$ cat src/rtl/maze_pkg.sv
// Shared definitions for the maze memory block.
//   MAZE_WIDTH  default row/col index width (maze is 2^w x 2^w cells)
//   LOAD_BYTES  number of wall bytes in one full load at the default width
//   PATH_CNT_W  width of path_count at the default width
//   maze_state_e  controller states
package maze_pkg;

  localparam int MAZE_WIDTH = 6;
  localparam int LOAD_BYTES = (1 << (2 * MAZE_WIDTH)) / 8;
  localparam int PATH_CNT_W = 2 * MAZE_WIDTH + 1;

  typedef enum logic [1:0] {
    IDLE     = 2'd0,
    LOAD     = 2'd1,
    SERVE    = 2'd2,
    FINISHED = 2'd3
  } maze_state_e;

endpackage

$ cat src/rtl/maze_bitram.sv
// Single-bit-per-cell storage for a square maze, organised as bytes.
// Ports:
//   clk, rst_n          clock, async active-low reset (read register only)
//   byte_we/addr/data   8-bit write port used while loading
//   bit_re              capture bit_addr's stored bit into bit_q
//   bit_set             set the bit at bit_addr to 1
//   bit_addr            cell address {row, col}
//   bit_q               registered read result, holds when bit_re is low
//   bit_cur             current stored bit at bit_addr (combinational)
// Array contents are not reset.
module maze_bitram #(
  parameter int addr_w = 12
) (
  input  logic              clk,
  input  logic              rst_n,
  input  logic              byte_we,
  input  logic [addr_w-4:0] byte_addr,
  input  logic [7:0]        byte_data,
  input  logic              bit_re,
  input  logic              bit_set,
  input  logic [addr_w-1:0] bit_addr,
  output logic              bit_q,
  output logic              bit_cur
);

  logic [7:0] mem [0:(1 << (addr_w - 3)) - 1];

  // A load write and a bit set never coincide in the controller; byte write
  // wins if they ever do.
  always_ff @(posedge clk) begin
    if (byte_we) begin
      mem[byte_addr] <= byte_data;
    end else if (bit_set) begin
      mem[bit_addr[addr_w-1:3]][bit_addr[2:0]] <= 1'b1;
    end
  end

  assign bit_cur = mem[bit_addr[addr_w-1:3]][bit_addr[2:0]];

  always_ff @(posedge clk or negedge rst_n) begin
    if (!rst_n) begin
      bit_q <= 1'b0;
    end else if (bit_re) begin
      bit_q <= bit_cur;
    end
  end

endmodule

$ cat src/rtl/maze_mem.sv
// Maze wall/path memory with load sequencer for a maze solver.
// Ports:
//   clk, rst_n                 clock, async active-low reset
//   load_start                 pulse: begin a load (from IDLE or FINISHED)
//   load_valid, load_data      row-major wall bytes, bit k = column 8j+k
//   load_ready                 high only while loading
//   solver_rst_n               releases the solver once a load completes
//   row, col, maze_oe          read request; maze_in valid the next cycle
//   maze_we                    mark (row, col) as on the path
//   maze_in                    registered wall bit of last read cell
//   done                       solver found the exit
//   path_count                 distinct cells marked (saturating)
//   we_on_wall                 sticky: a mark targeted a wall
// Optional: define MAZE_MEM_PATH_EN to build the path bitmap, path_count and
// we_on_wall; otherwise maze_we is ignored and both outputs read 0.
//
// state    | meaning
// IDLE     | after reset, waiting for load_start
// LOAD     | accepting wall bytes, clearing path bits
// SERVE    | solver running: reads and path marks
// FINISHED | solver done; memory frozen until the next load_start
module maze_mem
  import maze_pkg::*;
#(
  parameter int maze_width = MAZE_WIDTH
) (
  input  logic                    clk,
  input  logic                    rst_n,
  input  logic                    load_start,
  input  logic                    load_valid,
  input  logic [7:0]              load_data,
  output logic                    load_ready,
  output logic                    solver_rst_n,
  input  logic [maze_width-1:0]   row,
  input  logic [maze_width-1:0]   col,
  input  logic                    maze_oe,
  input  logic                    maze_we,
  output logic                    maze_in,
  input  logic                    done,
  output logic [2*maze_width:0]   path_count,
  output logic                    we_on_wall
);

  localparam int CELL_W = 2 * maze_width;
  localparam int BYTE_W = CELL_W - 3;

  maze_state_e       state, state_nxt;
  logic [BYTE_W-1:0] byte_cnt;
  logic              accept;
  logic              last_byte;
  logic              serve;
  logic              enter_load;
  logic [CELL_W-1:0] cell_addr;
  logic              wall_cur;

  assign cell_addr  = {row, col};
  assign accept     = load_valid && load_ready;
  assign last_byte  = accept && (&byte_cnt);
  assign enter_load = (state != LOAD) && (state_nxt == LOAD);

  always_ff @(posedge clk or negedge rst_n) begin
    if (!rst_n) begin
      state <= IDLE;
    end else begin
      state <= state_nxt;
    end
  end

  always_comb begin
    state_nxt = state;
    case (state)
      IDLE:     if (load_start) state_nxt = LOAD;
      LOAD:     if (last_byte)  state_nxt = SERVE;
      SERVE:    if (done)       state_nxt = FINISHED;
      FINISHED: if (load_start) state_nxt = LOAD;
      default:                  state_nxt = IDLE;
    endcase
  end

  always_comb begin
    load_ready   = 1'b0;
    solver_rst_n = 1'b0;
    serve        = 1'b0;
    case (state)
      LOAD:  load_ready = 1'b1;
      SERVE: begin
        solver_rst_n = 1'b1;
        serve        = 1'b1;
      end
      default: ;
    endcase
  end

  always_ff @(posedge clk or negedge rst_n) begin
    if (!rst_n) begin
      byte_cnt <= '0;
    end else if (enter_load) begin
      byte_cnt <= '0;
    end else if (accept) begin
      byte_cnt <= byte_cnt + 1'b1;
    end
  end

  maze_bitram #(.addr_w(CELL_W)) u_wall (
    .clk       (clk),
    .rst_n     (rst_n),
    .byte_we   (accept),
    .byte_addr (byte_cnt),
    .byte_data (load_data),
    .bit_re    (serve && maze_oe),
    .bit_set   (1'b0),
    .bit_addr  (cell_addr),
    .bit_q     (maze_in),
    .bit_cur   (wall_cur)
  );

`ifdef MAZE_MEM_PATH_EN
  logic path_cur;
  logic path_q_unused;
  logic mark_ok;
  logic new_mark;

  assign mark_ok  = serve && maze_we && !wall_cur;
  assign new_mark = mark_ok && !path_cur;

  // Each accepted load byte clears the matching eight path bits.
  maze_bitram #(.addr_w(CELL_W)) u_path (
    .clk       (clk),
    .rst_n     (rst_n),
    .byte_we   (accept),
    .byte_addr (byte_cnt),
    .byte_data (8'h00),
    .bit_re    (1'b0),
    .bit_set   (mark_ok),
    .bit_addr  (cell_addr),
    .bit_q     (path_q_unused),
    .bit_cur   (path_cur)
  );

  always_ff @(posedge clk or negedge rst_n) begin
    if (!rst_n) begin
      path_count <= '0;
      we_on_wall <= 1'b0;
    end else if (enter_load) begin
      path_count <= '0;
      we_on_wall <= 1'b0;
    end else begin
      if (new_mark && !(&path_count)) begin
        path_count <= path_count + 1'b1;
      end
      if (serve && maze_we && wall_cur) begin
        we_on_wall <= 1'b1;
      end
    end
  end
`else
  logic unused_we;
  assign unused_we  = maze_we;
  assign path_count = '0;
  assign we_on_wall = 1'b0;
`endif

endmodule

$ cat config.mk
export PLATFORM = sky130hd
export DESIGN_NAME = maze_mem
export DESIGN_NICKNAME = d
export VERILOG_FILES = /design/src/rtl/maze_pkg.sv /design/src/rtl/maze_bitram.sv /design/src/rtl/maze_mem.sv
export SDC_FILE = /design/constraint.sdc
export NUM_CORES = 2
export LEC_CHECK = 0
export CAP_MARGIN = 20
export CORE_MARGIN = 4
export CORE_UTILIZATION = 30
export CTS_BUF_LIST = sky130_fd_sc_hd__clkbuf_4 sky130_fd_sc_hd__clkbuf_8 sky130_fd_sc_hd__clkbuf_16
export DETAILED_ROUTE_END_ITERATION = 7
export PLACE_DENSITY_LB_ADDON = 0.1
export SYNTH_ARGS = -nofsm -noshare
export SYNTH_HDL_FRONTEND = slang
export SYNTH_SLANG_ARGS = --single-unit
export TNS_END_PERCENT = 20
$ cat constraint.sdc
create_clock -name clk -period 3.4 [get_ports clk]
set_input_delay 0.34 -clock clk [delete_from_list [all_inputs] [get_ports clk]]
set_output_delay 0.34 -clock clk [all_outputs]
set_load 0.005 [all_outputs]
### After elaboration in Yosys (flattened, before gate mapping)

Memories as Yosys holds them, arrays and structs flattened.
Cells that the tools add are included.

| cells by class | value |
|---|---|
| multiplexer cells | 12 |
| equality and inequality tests | 5 |
| reduce and logical (&&, ||, !) cells | 8 |
| add/subtract/negate cells | 1 |
| order comparisons | 1 |

Operators with widths:

| kind | number |
|---|---|
| two-way mux 9 bit | 2 |
| adder 9 x 1 -> 9 bit (second input constant) | 1 |
| AND reduction 9 bit | 1 |
| two-way mux 2 bit | 3 |
| case mux 2 bit (3 select lines) | 1 |
| two-way mux 1 bit | 5 |
| equality test 2 x 1 -> 1 bit (second input constant) | 2 |
| equality test 2 bit (second input constant) | 2 |
| logical AND 1 bit | 4 |
| < comparator 3 x 4 -> 1 bit (second input constant) | 1 |
| binary-select mux 1 bit (select 3 bit) | 1 |
| logical NOT 2 bit | 1 |
| != test 2 x 1 -> 1 bit (second input constant) | 1 |
| nonzero test 2 bit | 1 |
| OR reduction 2 bit | 1 |

| word-level totals | value |
|---|---|
| bits of input ports | 27 |
| RAM bits | 4096 |
| memories | 1 |
| register bits | 12 |
| logic and storage cells | 31 |
| output and inout port bits | 17 |

Memory list:

| memory | words | width | rd ports | clocked after Yosys merged registers in | wr ports | line | text |
|---|---|---|---|---|---|---|---|
| u_wall.mem | 512 | 8 | 1 | 0 | 1 | maze_bitram.sv:26 | `logic [7:0] mem [0:(1 << (addr_w - 3)) - 1];` |

### Longest topological paths before layout

| depth | value |
|---|---|
| depth in word-level cells | 9 |
| gate-level depth with buffers | 17 |
| gate-level depth less buffers | 9 |

### Hierarchy

A second synthesis with hierarchy kept.

| unflattened totals | value |
|---|---|
| cells, all modules | 11936 |
| area, all modules | 177191.2 µm² |

By module, submodules not included:

| module | cells an instance | area each (µm²) | instances | sequential area each (µm²) |
|---|---|---|---|---|
| maze_bitram | 11857 | 176445.5 | 1 | 123023.0 |
| maze_mem | 79 | 745.7 | 1 | 275.3 |

### Least setup slack after synthesis

Ideal clock, no wire load.

| path | value |
|---|---|
| path kind | input -> register |
| start point | in col[3] |
| end point | reg u_wall.bit_q |
| stages on the path | 11 |
| setup time | 130 ps |
| arrival time | 2898 ps |
| buffers on the path | 4 |
| path slack | 371 ps |
| required time | 3270 ps |
| path through | buf_6 > buf_8 > buf_12 > buf_4 > mux4_2 > mux4_2 > mux4_2 > o22ai_1 > o31ai_1 > o211ai_2 > o211ai_2 |

| on the way | value |
|---|---|
| longest elaborated chain between the ends | 3 |

RTL lines:

| item | line | text |
|---|---|---|
| start, declared | maze_mem.sv:35 | `input logic [maze_width-1:0] col,` |
| memory read (512 x 8 bit) | -- |  |
| binary-select mux 1 bit (select 3 bit) | maze_bitram.sv:38 | `assign bit_cur = mem[bit_addr[addr_w-1:3]][bit_addr[2:0]];` |
| two-way mux 1 bit (implied by the code) | maze_bitram.sv:38 |  |
| end signal, assigned | maze_bitram.sv:44 | `bit_q <= bit_cur;` |
| end, declared | maze_bitram.sv:22 | `output logic bit_q,` |

No other way between the ends. The select of a mux whose other input is x is not followed.
A chain may end at the register's enable or synchronous reset.

### Worst setup path in the final report

| path | value |
|---|---|
| start point | mem u_wall.mem[494][5] |
| end point | reg u_wall.bit_q |

| on the way | value |
|---|---|
| longest elaborated chain between the ends | 3 |

RTL lines:

| item | line |
|---|---|
| start, declared | maze_bitram.sv:26 |
| memory read (512 x 8 bit) | -- |
| binary-select mux 1 bit (select 3 bit) | maze_bitram.sv:38 |
| two-way mux 1 bit (implied by the code) | maze_bitram.sv:38 |

No other way between the ends. The select of a mux whose other input is x is not followed.

==> impl_metrics.env <==
export IMPL_cts_root_buf="clkbuf_16"
export IMPL_grt_use_total_pct=21.8
export IMPL_timing_final_crit_share_pct=98.2
export IMPL_routed_wl_um=611000
export IMPL_period_needed_ps=3340
export IMPL_ios=44
export IMPL_switchingPower_mw=27.3
export IMPL_synth_distinct_cells=82
export IMPL_critical_path_startpoint="u_wall.mem[494][5]$_DFFE_PP_"
export IMPL_drv_slew=0
export IMPL_fmax_ghz=0.299
export IMPL_fin_setup_tns_ps=0
export IMPL_seq_area_frac_synth_pct=76.8
export IMPL_viasPerCell=5.19
export IMPL_dp_cells=16300
export IMPL_crit_type="flop to flop"
export IMPL_drtAntennaViolNets=0
export IMPL_grt_pass1_wl_um=819000
export IMPL_drt_pre_antenna_iters=7
export IMPL_internal_power_mw=88.2
export IMPL_min_from="row[5]"
export IMPL_finalSetupViolCount=0
export IMPL_required_ps=4340
export IMPL_cts_buffers=457
export IMPL_yosys_warnings=0
export IMPL_critPathMaxFanout=1
export IMPL_finClkSkew_ps=69.8
export IMPL_synth_flop_cell="edfxtp_1"
export IMPL_hp_class="input pin to flop"
export IMPL_first_iter_violations=10400
export IMPL_start_kind="flop"
export IMPL_fin_total_pwr_mw=115
export IMPL_drv_cap=0
export IMPL_netlist_area_um2=161000
export IMPL_rows=268
export IMPL_post_dp_cell_area_um2=185000
export IMPL_cp_arrival_ps=4280
export IMPL_nets=9785
export IMPL_hold_viol=0
export IMPL_drive_gt1_share_pct=34.3
export IMPL_cts_htree_levels=5
export IMPL_synth_top_area_cell="edfxtp_1"
export IMPL_post_cts_buffers=0
export IMPL_cellPowerDensity_nw_per_um2=577
export IMPL_worst_slew_pin_transition_ps=1130
export IMPL_synthArstFlopShare_pct=0.292
export IMPL_core_um2=533000
export IMPL_fin_cells=17200
export IMPL_antenna_found_initial=64
export IMPL_gp_congestion=0.854
export IMPL_cts_tree="built"
export IMPL_drc=0
export IMPL_synth_edff_count=4096
export IMPL_r2r_start="u_wall.mem[494][5]$_DFFE_PP_"
export IMPL_p_sw_share_pct=23.6
export IMPL_initial_core_util_pct=30.1
export IMPL_syn_avg_cell_area_um2=20.3
export IMPL_clk_pin_slew_ps=60
export IMPL_ys_ff_latch=4108
export IMPL_clock_path_buffers=4
export IMPL_cts_sinks=4108
export IMPL_io_buffers=28
export IMPL_vias=89200
export IMPL_hpwlAfterDp_um=426000
export IMPL_die_w_um=740
export IMPL_netlist_area_leader_share_pct=76.6
export IMPL_max_slew_margin_pct=23.6
export IMPL_peakVddDrop_mv=0.430
export IMPL_whs_path_depth=6
export IMPL_gr_total_overflow=0
export IMPL_combPwrFrac_pct=8.0
export IMPL_pwr_share_seq_pct=48.5
export IMPL_outcome="finished, final reports clean"
export IMPL_fp_dieH_um=740
export IMPL_utilization_pct=37.5
export IMPL_die_area_um2=547000
export IMPL_grt_pass1_vias=90200
export IMPL_clk_insertion_delay_late_ps=1020
export IMPL_clock_power_share_pct=43.4
export IMPL_syn_inst=7892
export IMPL_wl_per_cell_um=35.6
export IMPL_critPathCaptureType="flop"
export IMPL_netlist_top_cells_area="edfxtp_1 (77%), mux4_2 (11%), mux2i_1 (3.8%), nor2_1 (1.4%), a22oi_1 (0.72%)"
export IMPL_stdcell_area_um2=200000
export IMPL_rsz0062_at_grt="false"
export IMPL_grt_max_degree=145
export IMPL_ff2ff_path_depth=12
export IMPL_syn_to_final_growth_pct=24.5
export IMPL_p_leak_nw=66.9
-- power by group through the flow --
stage | clock network [mW] | logic (mW) | registers [mW]
6_report | 50.1 | 9.28 | 56.0
5_1_grt | 53.4 | 9.53 | 56.0
4_1_cts | 51.3 | 9.37 | 56.0
3_5_place_dp | 0 | 9.33 | 57.1
3_3_place_gp | 0 | 9.29 | 57.1
2_1_floorplan | 0 | 3.25 | 57.1
-- cells in the mapped netlist (all sizes together) (16+ instances only) --
master   number
a211oi       18
a21oi       107
o221ai      124
clkbuf      202
o21ai        64
o22ai       151
nand2       166
nor4         18
nor2        618
nor3        100
mux2i       616
nor2b        28
a2111oi      16
edfxtp     4096
buf         304
mux4        774
nand4        44
nand3        32
a221oi       23
a22oi       154
-- worst paths after layout --
check | to | slack, ps
max reg2reg | u_wall.bit_q$_DFFE_PN0P_ | 60
max in group asynchronous | byte_cnt[2]$_DFFE_PN0P_ | 2250
max | u_wall.bit_q$_DFFE_PN0P_ | 60
min reg2reg | state[0]$_DFF_PN0_ | 560
min | u_wall.bit_q$_DFFE_PN0P_ | 300
min in group asynchronous | u_wall.bit_q$_DFFE_PN0P_ | 660
-- sequential cells by signal, summed over array words and instances (netlist names) --
name          count
u_wall.bit_q      1
state             2
byte_cnt          9
u_wall.mem     4096
-- layout by cell type (no fill, tap or decap), types with 22 or more instances in the layout --
master | netlist | final
clkbuf_4 | 0 | 83
mux2i_1 | 616 | 616
nor2_1 | 616 | 614
clkinv_2 | 0 | 104
clkinv_1 | 1 | 99
edfxtp_1 | 4096 | 4096
a22oi_1 | 154 | 154
nor2b_1 | 28 | 26
nand3_1 | 32 | 31
bufinv_16 | 0 | 46
buf_4 | 58 | 1559
buf_12 | 11 | 296
o21ai_0 | 61 | 59
o22ai_1 | 151 | 151
clkbuf_16 | 0 | 463
o221ai_1 | 124 | 124
nand4_1 | 44 | 44
nor3_1 | 100 | 97
mux4_2 | 774 | 774
a221oi_1 | 23 | 22
nand2_1 | 166 | 145
a21oi_1 | 107 | 107
-- kinds of logic after synthesis --
group | Yosys count | share of synthesized area [%]
compound gates | 758 | 3.35
fa+ha+maj | 7 | 0.0545
mux | 1402 | 14.8
simple gates | 1087 | 2.99
other cells | 1 | 0.00234
flops | 4108 | 76.8
xor+xnor | 7 | 0.0382
buf+inv | 522 | 2.01
-- metal layers --
layer	vias up	routed length, um	GRT usage [%]	share of wire, %
li1	36500	-	-	-
met4	12	17000	5.48	2.8
met2	3034	288000	35.3	47
met3	694	33400	2.80	5.5
met5	-	80	0	0.013
met1	48900	272000	31.1	45
-- worst max-delay path, cell delays in order (launching register included) --
cell,delay (ps)
edfxtp_1,330
mux2i_1,130
a22oi_1,220
buf_4,140
nand4_1,100
nor3_1,490
buf_4,210
nor3_1,40
a2111oi_1,410
clkdlybuf4s18_2,350
o22ai_1,120
or4_1,550
o211ai_2,150
-- timing repair --
item	CTS	global route
endpoints found under the setup margin	1	1
hold buffers	9	0
pin swaps	1	0
hold endpoints to repair	556	0
gates resized for setup	6	6
-- metrics by stage --
step                hold slack (ps)  setup slack, ps
floorplan                      44.4              371
CTS                             223             1.81
finish                          298             59.7
global placement                511            -1710
detailed placement              538             -999
global route                    300           0.0693
-- final cells by class --
class | count | area [um2]
diodes | 10 | 25.0
clock buffers | 546 | 12200
clock inverters | 297 | 3000
fillers | 48900 | 333000
inverters | 16 | 73.8
multi-input cells | 3275 | 34500
flip-flops and latches | 4108 | 123000
well taps | 7020 | 8780
repair buffers | 1893 | 18100
(Power assumes the default switching activity.)
